[config.mk]
export PLATFORM = sky130hd
export DESIGN_NAME = tdm_ingress_mux_flat
export DESIGN_NICKNAME = d
export VERILOG_FILES = /design/src/rtl/tdm_ingress_mux_if.sv /design/src/rtl/tdm_ingress_mux.sv /design/src/flat_wrapper.sv
export SDC_FILE = /design/constraint.sdc
export NUM_CORES = 1
export LEC_CHECK = 0
export CAP_MARGIN = 20
export CORE_AREA = 8 8 240 242
export DETAILED_ROUTE_END_ITERATION = 12
export DIE_AREA = 0 0 248 250
export SYNTH_ARGS = -nofsm -noshare
export SYNTH_HDL_FRONTEND = slang
export SYNTH_SLANG_ARGS = --single-unit
[constraint.sdc]
create_clock -name clk -period 7.83 [get_ports clk]
set_input_delay 1.566 -clock clk [delete_from_list [all_inputs] [get_ports clk]]
set_output_delay 1.566 -clock clk [all_outputs]
set_load 0.02 [all_outputs]
[src/rtl/tdm_ingress_mux_if.sv]
// rtl/tdm_ingress_mux_if.sv - per-port ingress streams and shared TDM byte lane
interface tdm_ingress_mux_if #(
  parameter int DATA_WIDTH = 8,
  parameter int NUM_PORTS  = 12
);
  logic [NUM_PORTS-1:0]            in_valid;
  logic [NUM_PORTS-1:0]            in_sop;
  logic [NUM_PORTS*DATA_WIDTH-1:0] in_data;
  logic [NUM_PORTS-1:0]            in_ready;
  logic                            output_wire;
  logic                            output_new_packet;
  logic [DATA_WIDTH-1:0]           output_data;
  logic [7:0]                      output_slot;

  modport master (
    output in_valid, in_sop, in_data,
    input  in_ready, output_wire, output_new_packet, output_data, output_slot
  );

  modport slave (
    input  in_valid, in_sop, in_data,
    output in_ready, output_wire, output_new_packet, output_data, output_slot
  );
endinterface

[src/rtl/tdm_ingress_mux.sv]
// rtl/tdm_ingress_mux.sv - per-port FIFOs serialised onto one byte lane, one slot per port per 256-cycle frame
// Optional per-port saturating pop counters under TDM_STATS_EN.
module tdm_ingress_mux #(
  parameter int DATA_WIDTH = 8,
  parameter int NUM_PORTS  = 12,
  parameter int FIFO_DEPTH = 4
) (
  input  logic                 clk,
  input  logic                 rst,
  tdm_ingress_mux_if.slave     bus,
  input  logic [7:0]           stat_sel,
  output logic [15:0]          stat_count
);
  localparam int AW = $clog2(FIFO_DEPTH);
  localparam int CW = AW + 1;
  localparam int EW = DATA_WIDTH + 1;

  logic [7:0]           slot_cnt;
  logic [NUM_PORTS-1:0] ready;
  logic [NUM_PORTS-1:0] push;
  logic [NUM_PORTS-1:0] pop;
  logic [EW-1:0]        head [NUM_PORTS];
  logic [EW-1:0]        pop_entry;

  assign bus.in_ready = ready;

  for (genvar p = 0; p < NUM_PORTS; p++) begin : g_port
    logic [EW-1:0] mem [FIFO_DEPTH];
    logic [AW-1:0] wr_ptr;
    logic [AW-1:0] rd_ptr;
    logic [CW-1:0] count;

    // Ready comes from the registered count only, so a full FIFO never accepts on its pop cycle.
    assign ready[p] = (count != CW'(FIFO_DEPTH));
    assign push[p]  = bus.in_valid[p] && ready[p];
    assign pop[p]   = (slot_cnt == 8'(p)) && (count != '0);
    assign head[p]  = mem[rd_ptr];

    always_ff @(posedge clk) begin
      if (push[p]) begin
        mem[wr_ptr] <= {bus.in_sop[p], bus.in_data[p*DATA_WIDTH +: DATA_WIDTH]};
      end
    end

    always_ff @(posedge clk) begin
      if (rst) begin
        wr_ptr <= '0;
        rd_ptr <= '0;
        count  <= '0;
      end else begin
        if (push[p]) begin
          wr_ptr <= wr_ptr + 1'b1;
        end
        if (pop[p]) begin
          rd_ptr <= rd_ptr + 1'b1;
        end
        case ({push[p], pop[p]})
          2'b10:   count <= count + 1'b1;
          2'b01:   count <= count - 1'b1;
          default: count <= count;
        endcase
      end
    end
  end

  always_comb begin
    pop_entry = '0;
    for (int p = 0; p < NUM_PORTS; p++) begin
      if (pop[p]) begin
        pop_entry = head[p];
      end
    end
  end

  // When a port pops, slot_cnt equals that port, so output_slot is slot_cnt either way.
  always_ff @(posedge clk) begin
    if (rst) begin
      slot_cnt              <= '0;
      bus.output_wire       <= 1'b0;
      bus.output_new_packet <= 1'b0;
      bus.output_data       <= '0;
      bus.output_slot       <= '0;
    end else begin
      slot_cnt              <= slot_cnt + 8'd1;
      bus.output_wire       <= |pop;
      bus.output_new_packet <= (|pop) && pop_entry[DATA_WIDTH];
      bus.output_data       <= (|pop) ? pop_entry[DATA_WIDTH-1:0] : '0;
      bus.output_slot       <= slot_cnt;
    end
  end

`ifdef TDM_STATS_EN
  logic [15:0] stat_cnt [NUM_PORTS];
  logic [15:0] stat_sel_val;

  always_comb begin
    stat_sel_val = '0;
    for (int p = 0; p < NUM_PORTS; p++) begin
      if (stat_sel == 8'(p)) begin
        stat_sel_val = stat_cnt[p];
      end
    end
  end

  always_ff @(posedge clk) begin
    if (rst) begin
      for (int p = 0; p < NUM_PORTS; p++) begin
        stat_cnt[p] <= '0;
      end
      stat_count <= '0;
    end else begin
      for (int p = 0; p < NUM_PORTS; p++) begin
        if (pop[p] && (stat_cnt[p] != 16'hFFFF)) begin
          stat_cnt[p] <= stat_cnt[p] + 16'd1;
        end
      end
      stat_count <= stat_sel_val;
    end
  end
`else
  logic unused_stat_sel;
  assign unused_stat_sel = ^stat_sel;
  assign stat_count      = '0;
`endif
endmodule

[src/flat_wrapper.sv]
// flat-port wrapper written by rule: the top's interface ports become plain ports
module tdm_ingress_mux_flat 
#(
  parameter int DATA_WIDTH = 8,
  parameter int NUM_PORTS  = 12,
  parameter int FIFO_DEPTH = 4
)
  (clk, rst, stat_sel, stat_count, bus_in_valid, bus_in_sop, bus_in_data, bus_in_ready, bus_output_wire, bus_output_new_packet, bus_output_data, bus_output_slot);
  tdm_ingress_mux_if #(.DATA_WIDTH(DATA_WIDTH), .NUM_PORTS(NUM_PORTS)) bus_i ();
  input  logic clk;
  input  logic rst;
  input  logic [7:0] stat_sel;
  output logic [15:0] stat_count;
  input wire logic [$bits(bus_i.in_valid)-1:0] bus_in_valid;
  input wire logic [$bits(bus_i.in_sop)-1:0] bus_in_sop;
  input wire logic [$bits(bus_i.in_data)-1:0] bus_in_data;
  output wire logic [$bits(bus_i.in_ready)-1:0] bus_in_ready;
  output wire logic [$bits(bus_i.output_wire)-1:0] bus_output_wire;
  output wire logic [$bits(bus_i.output_new_packet)-1:0] bus_output_new_packet;
  output wire logic [$bits(bus_i.output_data)-1:0] bus_output_data;
  output wire logic [$bits(bus_i.output_slot)-1:0] bus_output_slot;
  assign bus_i.in_valid = bus_in_valid;
  assign bus_i.in_sop = bus_in_sop;
  assign bus_i.in_data = bus_in_data;
  assign bus_in_ready = bus_i.in_ready;
  assign bus_output_wire = bus_i.output_wire;
  assign bus_output_new_packet = bus_i.output_new_packet;
  assign bus_output_data = bus_i.output_data;
  assign bus_output_slot = bus_i.output_slot;
  tdm_ingress_mux #(.DATA_WIDTH(DATA_WIDTH), .NUM_PORTS(NUM_PORTS), .FIFO_DEPTH(FIFO_DEPTH)) u_core (.clk(clk), .rst(rst), .bus(bus_i), .stat_sel(stat_sel), .stat_count(stat_count));
endmodule
**After elaboration in Yosys (flattened, before gate mapping)**

Memories as Yosys holds them, arrays and structs flattened. A register that Yosys moved wholly into a read port is not among the register bits.
Cells that the tools add are included.

- Input bits: 130
- Memories: 12
- Memory bits (writable): 432
- Bits in latches: 0
- Register bits: 110
- Output and inout bits: 46
- Logic and storage cells: 274
- Bits in read-only memories: 0

Memory list:

| memory | depth | bits a word | rd ports | clocked after memory_dff | write ports | line | text |
|---|---|---|---|---|---|---|---|
| u_core.g_port[0].mem | 4 | 9 | 1 | 1 | 1 | tdm_ingress_mux.sv:28 | `logic [EW-1:0] mem [FIFO_DEPTH];` |
| u_core.g_port[10].mem | 4 | 9 | 1 | 1 | 1 | tdm_ingress_mux.sv:28 |  |
| u_core.g_port[11].mem | 4 | 9 | 1 | 1 | 1 | tdm_ingress_mux.sv:28 |  |
| u_core.g_port[1].mem | 4 | 9 | 1 | 1 | 1 | tdm_ingress_mux.sv:28 |  |
| u_core.g_port[2].mem | 4 | 9 | 1 | 1 | 1 | tdm_ingress_mux.sv:28 |  |
| u_core.g_port[3].mem | 4 | 9 | 1 | 1 | 1 | tdm_ingress_mux.sv:28 |  |
| +6 memories | -- | -- | -- | -- | -- | -- |  |

- Multiplexer cells: 72
- Equality and inequality tests: 47
- Div/mod/pow operators: 0
- Shifts and indexed selects: 0
- Multiply operators: 0
- Add/sub/neg operators: 49
- Reduce and logical (&&, ||, !) cells: 52
- Order comparisons: 0
- Bitwise operators: 1

Operators by type and width:

| operator | number |
|---|---|
| $mux 9 | 12 |
| $pmux 3 s2 | 12 |
| $add 2x1->2 const B | 24 |
| $mux 2 | 24 |
| $add 3x1->3 const B | 12 |
| $ne 3x3->1 const B | 12 |
| $reduce_bool 3->1 | 12 |
| $sub 3x1->3 const B | 12 |
| $eq 8x3->1 const B | 4 |
| $eq 8x4->1 const B | 4 |
| $logic_and 1x1->1 | 25 |
| $eq 2x1->1 const B | 12 |
| $eq 2x2->1 const B | 12 |
| $mux 1 | 24 |
| $reduce_bool 2->1 | 12 |
| $eq 8x2->1 const B | 2 |
| $reduce_or 12->1 | 1 |
| $add 8x1->8 const B | 1 |
| $eq 8x1->1 const B | 1 |
| $logic_not 8->1 | 1 |
| $reduce_or 2->1 | 1 |
| $not 1->1 | 1 |

**Depth between registers and ports, before layout**

- Depth after elaboration: 15
- Depth in mapped cells: 11
- Depth with buffers taken out: 10

**Worst setup path before layout**

OpenSTA, ideal clock, no wires.

- Kind: input port to flip-flop
- Start point: input port bus_in_valid[4]
- End point: register u_core.g_port[4].count[2]
- Setup slack: 4.827 ns
- Library setup time: 0.070 ns
- Arrival: 2.933 ns
- Cell stages on the path: 8
- Data required time: 7.760 ns
- Buffers on the path: 0
- Cells stage by stage: and2_1 > inv_1 > ha_1 > inv_1 > fa_1 > xor2_1 > or3_1 > a21oi_1

- Word-level cells in the longest chain between the ends: 3
- Elaborated cells between the ends (all ways): 5
- Those cells by class: 2 x eq/ne; 1 x mux; 2 x reduce/logical

RTL lines:

| element | line | text |
|---|---|---|
| from (decl) | flat_wrapper.sv:14 | `input wire logic [$bits(bus_i.in_valid)-1:0] bus_in_valid;` |
| $logic_and 1x1->1 (*) | tdm_ingress_mux.sv:35 | `assign push[p] = bus.in_valid[p] && ready[p];` |
| $eq 2x1->1 / $eq 2x2->1 (equally long branches) | tdm_ingress_mux.sv:57 | `case ({push[p], pop[p]})` |
| $pmux 3 s2 / $reduce_bool 2->1 (equally long branches) | -- |  |
| to (signal assigned) | tdm_ingress_mux.sv:58 | `2'b10: count <= count + 1'b1;` |
| to (signal assigned) | tdm_ingress_mux.sv:59 | `2'b01: count <= count - 1'b1;` |
| to (signal assigned) | tdm_ingress_mux.sv:60 | `default: count <= count;` |
| to (decl) | tdm_ingress_mux.sv:31 | `logic [CW-1:0] count;` |

Every way passes the cells marked *; elsewhere a longest branch is shown, timed or not.
A chain may end at the register's enable or synchronous reset.

**Final worst setup path**

- Start point: register u_core.g_port[0].count[0]
- End point: output port bus_in_ready[0]

- Word-level cells in the longest chain between the ends: 1

RTL lines:

| element | line | text |
|---|---|---|
| from (decl) | tdm_ingress_mux.sv:31 |  |
| from (signal assigned) | tdm_ingress_mux.sv:58 |  |
| from (signal assigned) | tdm_ingress_mux.sv:59 |  |
| from (signal assigned) | tdm_ingress_mux.sv:60 |  |
| $ne 3x3->1 | tdm_ingress_mux.sv:34 | `assign ready[p] = (count != CW'(FIFO_DEPTH));` |
| to (decl) | flat_wrapper.sv:17 | `output wire logic [$bits(bus_i.in_ready)-1:0] bus_in_ready;` |

No other way between the ends.

==> reports/metrics.yaml <==
synthesis:
  synth_edf_count: 432
  synth_top_family_by_area: "multiplexers"
  synth_xor_area_share_pct: 2.526
  synth.avg_cell_area_sq_um: 15.94
  ys_seq_area_share_pct: 68.42
  synth_cell_types: 49
  yosys-top-cells-area: "edfxtp_1 (57%), dfxtp_1 (12%), mux4_2 (11%), ha_1 (3.5%), nor2_1 (1.9%)"
  synth_warnings: 0
  async_reset_ff_share_pct: 0
  syn-instance-count: 1435
  synth-seq-cells: 566
  synth_area_sq_um: 22880
  netlist.area_leader.share_pct: 56.70
  synth_adder_area_share_pct: 4.550
  synth-main-ff-cell: "edfxtp_1"
  synth_compound_area_share_pct: 3.418
  synthMuxAreaShare_pct: 10.63
  yosys.area_share.simple_pct: 7.481
  synth_top_area_cell: "edfxtp_1"
clocking:
  post_cts_buffers: 0
  ctsHoldBuffers: 0
  numCtsBuffers: 58
  insertion_delay_ns: 0.61
  clockBufferDepth: 3
  ctsRootBufferMaster: "clkbuf_16"
  cts_max_level: 2
  clock_sinks: 566
  clk_pin_slew_ns: 0.06
  cts_tree: "built"
  cts_resized: 0
routing:
  drt_iter0_drc: 828
  firstDrtPassIters: 5
  drt-vias-per-instance: 5.237
  wl_per_cell_um: 21.50
  routed_wl_mm: 50.29
  vias: 12250
  drc: 0
  drtAntennaViolNets: 0
run:
  drv_cap: 0
cells_and_area:
  nets: 1799
  area.growth.synth_to_final_pct: 17.85
  fin_area_sq_um: 26970
  drive_gt1_share_pct: 13.58
  most-common-layout-cells: "edfxtp_1 (432), clkdlybuf4s50_1 (150), dfxtp_1 (134), nor2_1 (113), mux4_2 (108)"
  layout.cells.most_common: "edfxtp_1"
timing:
  tightest_slew_ns: 0.7270
  hold_viol: 0
  final.setup_skew_ns: 0.01660
  relSlewSlack_pct: 51.53
  grt_setup_unrepaired: "false"
  timing.fmax_mhz: 279.3
  finalSetupViolCount: 0
  layout_setup_ws_ns: 4.250
  period_needed_ns: 3.580
  period_share_pct: 45.72
  slew_violations: 0
  setup_tns_ns: 0
setup_path:
  arrival_ns: 2.01
  worstPathRequired_ns: 6.26
  crit_end: "bus_in_ready[0]"
  r2r-start: "u_core.slot_cnt[0]"
  reg2reg_slack_ns: 4.35
  cp-start-kind: "flop"
  critPathMaxFanout: 6
  reg2regPathDepth: 9
  crit_type: "reg -> out"
  cp-startpoint: "u_core.g_port[0].count[0]"
  endpoint_kind: "primary output"
  r2r-end: "u_core.g_port[7].count[2]"
placement:
  place.gp.congestion: 0.7747
  portBuffers: 151
  place_ws_ns: 4.137
  dpl_cell_area_sq_um: 24980
  place_hpwl_mm: 35.49
grt:
  grt_pass1_vias: 12590
  track_usage_pct: 16.27
  antenna_found_initial: 4
  grt_overflow: 0
  grt_pass1_wl_mm: 76.47
  grt_max_degree: 64
die:
  die_h_um: 250
  die_w_um: 248
  core_sq_um: 53500
  row_count: 85
  start_util_pct: 42.77
  ioPinCount: 176
  dieArea_sq_um: 62000
power_and_ir_drop:
  p_leak_uw: 0.009193
  p_per_area_nw_per_um2: 262.9
  irDropWorstVdd_mv: 0.1598
run_status:
  status: "finished, final reports clean"
min_path:
  hp-class: "reg -> reg"
## where the power goes
| group | total, uW | internal (uW) | switching [uW] | leakage [uW] |
|---|---|---|---|---|
| Sequential | 3520 | 3420 | 95.1 | 0.00506 |
| Combinational | 726 | 309 | 416 | 0.00317 |
| Clock | 2850 | 1700 | 1150 | 0.000965 |
## worst max-delay path, stage by stage (launching register included)
cell	delay, ns
dfxtp_1	0.37
inv_1	0.09
nand3_1	0.27
clkdlybuf4s50_1	0.68
## worst min path at each step
stage,start,endpoint,slack [ns],cells after the start
5_1_grt,u_core.g_port[5].wr_ptr[1],u_core.g_port[5].wr_ptr[1],0.52,2
6_report,u_core.g_port[6].wr_ptr[1],u_core.g_port[6].wr_ptr[1],0.50,2
2_1_floorplan,u_core.slot_cnt[0],u_core.slot_cnt[0],0.44,1
4_1_cts,u_core.g_port[5].wr_ptr[1],u_core.g_port[5].wr_ptr[1],0.49,2
3_5_place_dp,u_core.slot_cnt[0],u_core.slot_cnt[0],0.48,1
3_3_place_gp,u_core.slot_cnt[0],u_core.slot_cnt[0],0.46,1
## synth_stat cells, drive strengths merged, types with 2 or more instances
cell and instances:
and2 13, o21ai 27, buf 40, a21oi 67, and3 50, a31oi 6, fa 12, o2111ai 5
ha 64, xor2 40, nor2b 8, a221oi 2, a22oi 5, mux4 108, o22ai 2, nor3 18
xnor2 26, nand2 51, clkbuf 30, clkinv 2, o31ai 4, o211ai 3, nand3 37, or3 23
edfxtp 432, nor4 2, inv 84, nor2 113, nand4 15, dfxtp 134, o22a 5
## layout make-up
class	count	area, sq um
Clock inverter	33	352.8
Antenna cell	1	2.502
Timing Repair Buffer	153	1524
Fill cell	4455	26530
Multi-Input combinational cell	728	6605
Tap cell	696	870.8
Inverter	86	322.8
Sequential cell	566	15660
Clock buffer	76	1633
## state kept, by name (all words and copies together) (netlist names), named ones only
register / cells
u_core.g_port.rd_ptr: 24
u_core.g_port.wr_ptr: 24
u_core.bus.output_slot: 8
u_core.bus.output_wire: 1
u_core.g_port.count: 36
u_core.bus.output_new_packet: 1
u_core.bus.output_data: 8
u_core.slot_cnt: 8
u_core.g_port.mem: 432
## kinds of logic after synthesis
group / after synthesis
other cells: 1
compound gates: 129
buf+inv: 156
fa+ha+maj: 76
mux: 108
xor+xnor: 66
flops: 566
simple gates: 333
## stage by stage
stage                     total power [uW]  hold WS (ns)  instances  utilization (%)
after floorplan                       4010        0.4407       1450                -
after global placement                4296        0.4610       2229            46.69
after detailed placement              4314        0.4778       2229            46.69
after CTS                             7163        0.4947       2338            50.40
after global routing                  7354        0.5151       2338            50.40
final                                 7089        0.4960       2339            50.41
## per-layer routing
layer	vias to the layer above	track usage [%]	share of wire (%)
li1	5673	-	-
met1	6206	21.67	43
met2	286	26.68	49
met3	79	3.172	5.6
met4	6	5.059	2.3
met5	-	0	0.076
No activity file was read; power rests on OpenSTA's default activity.
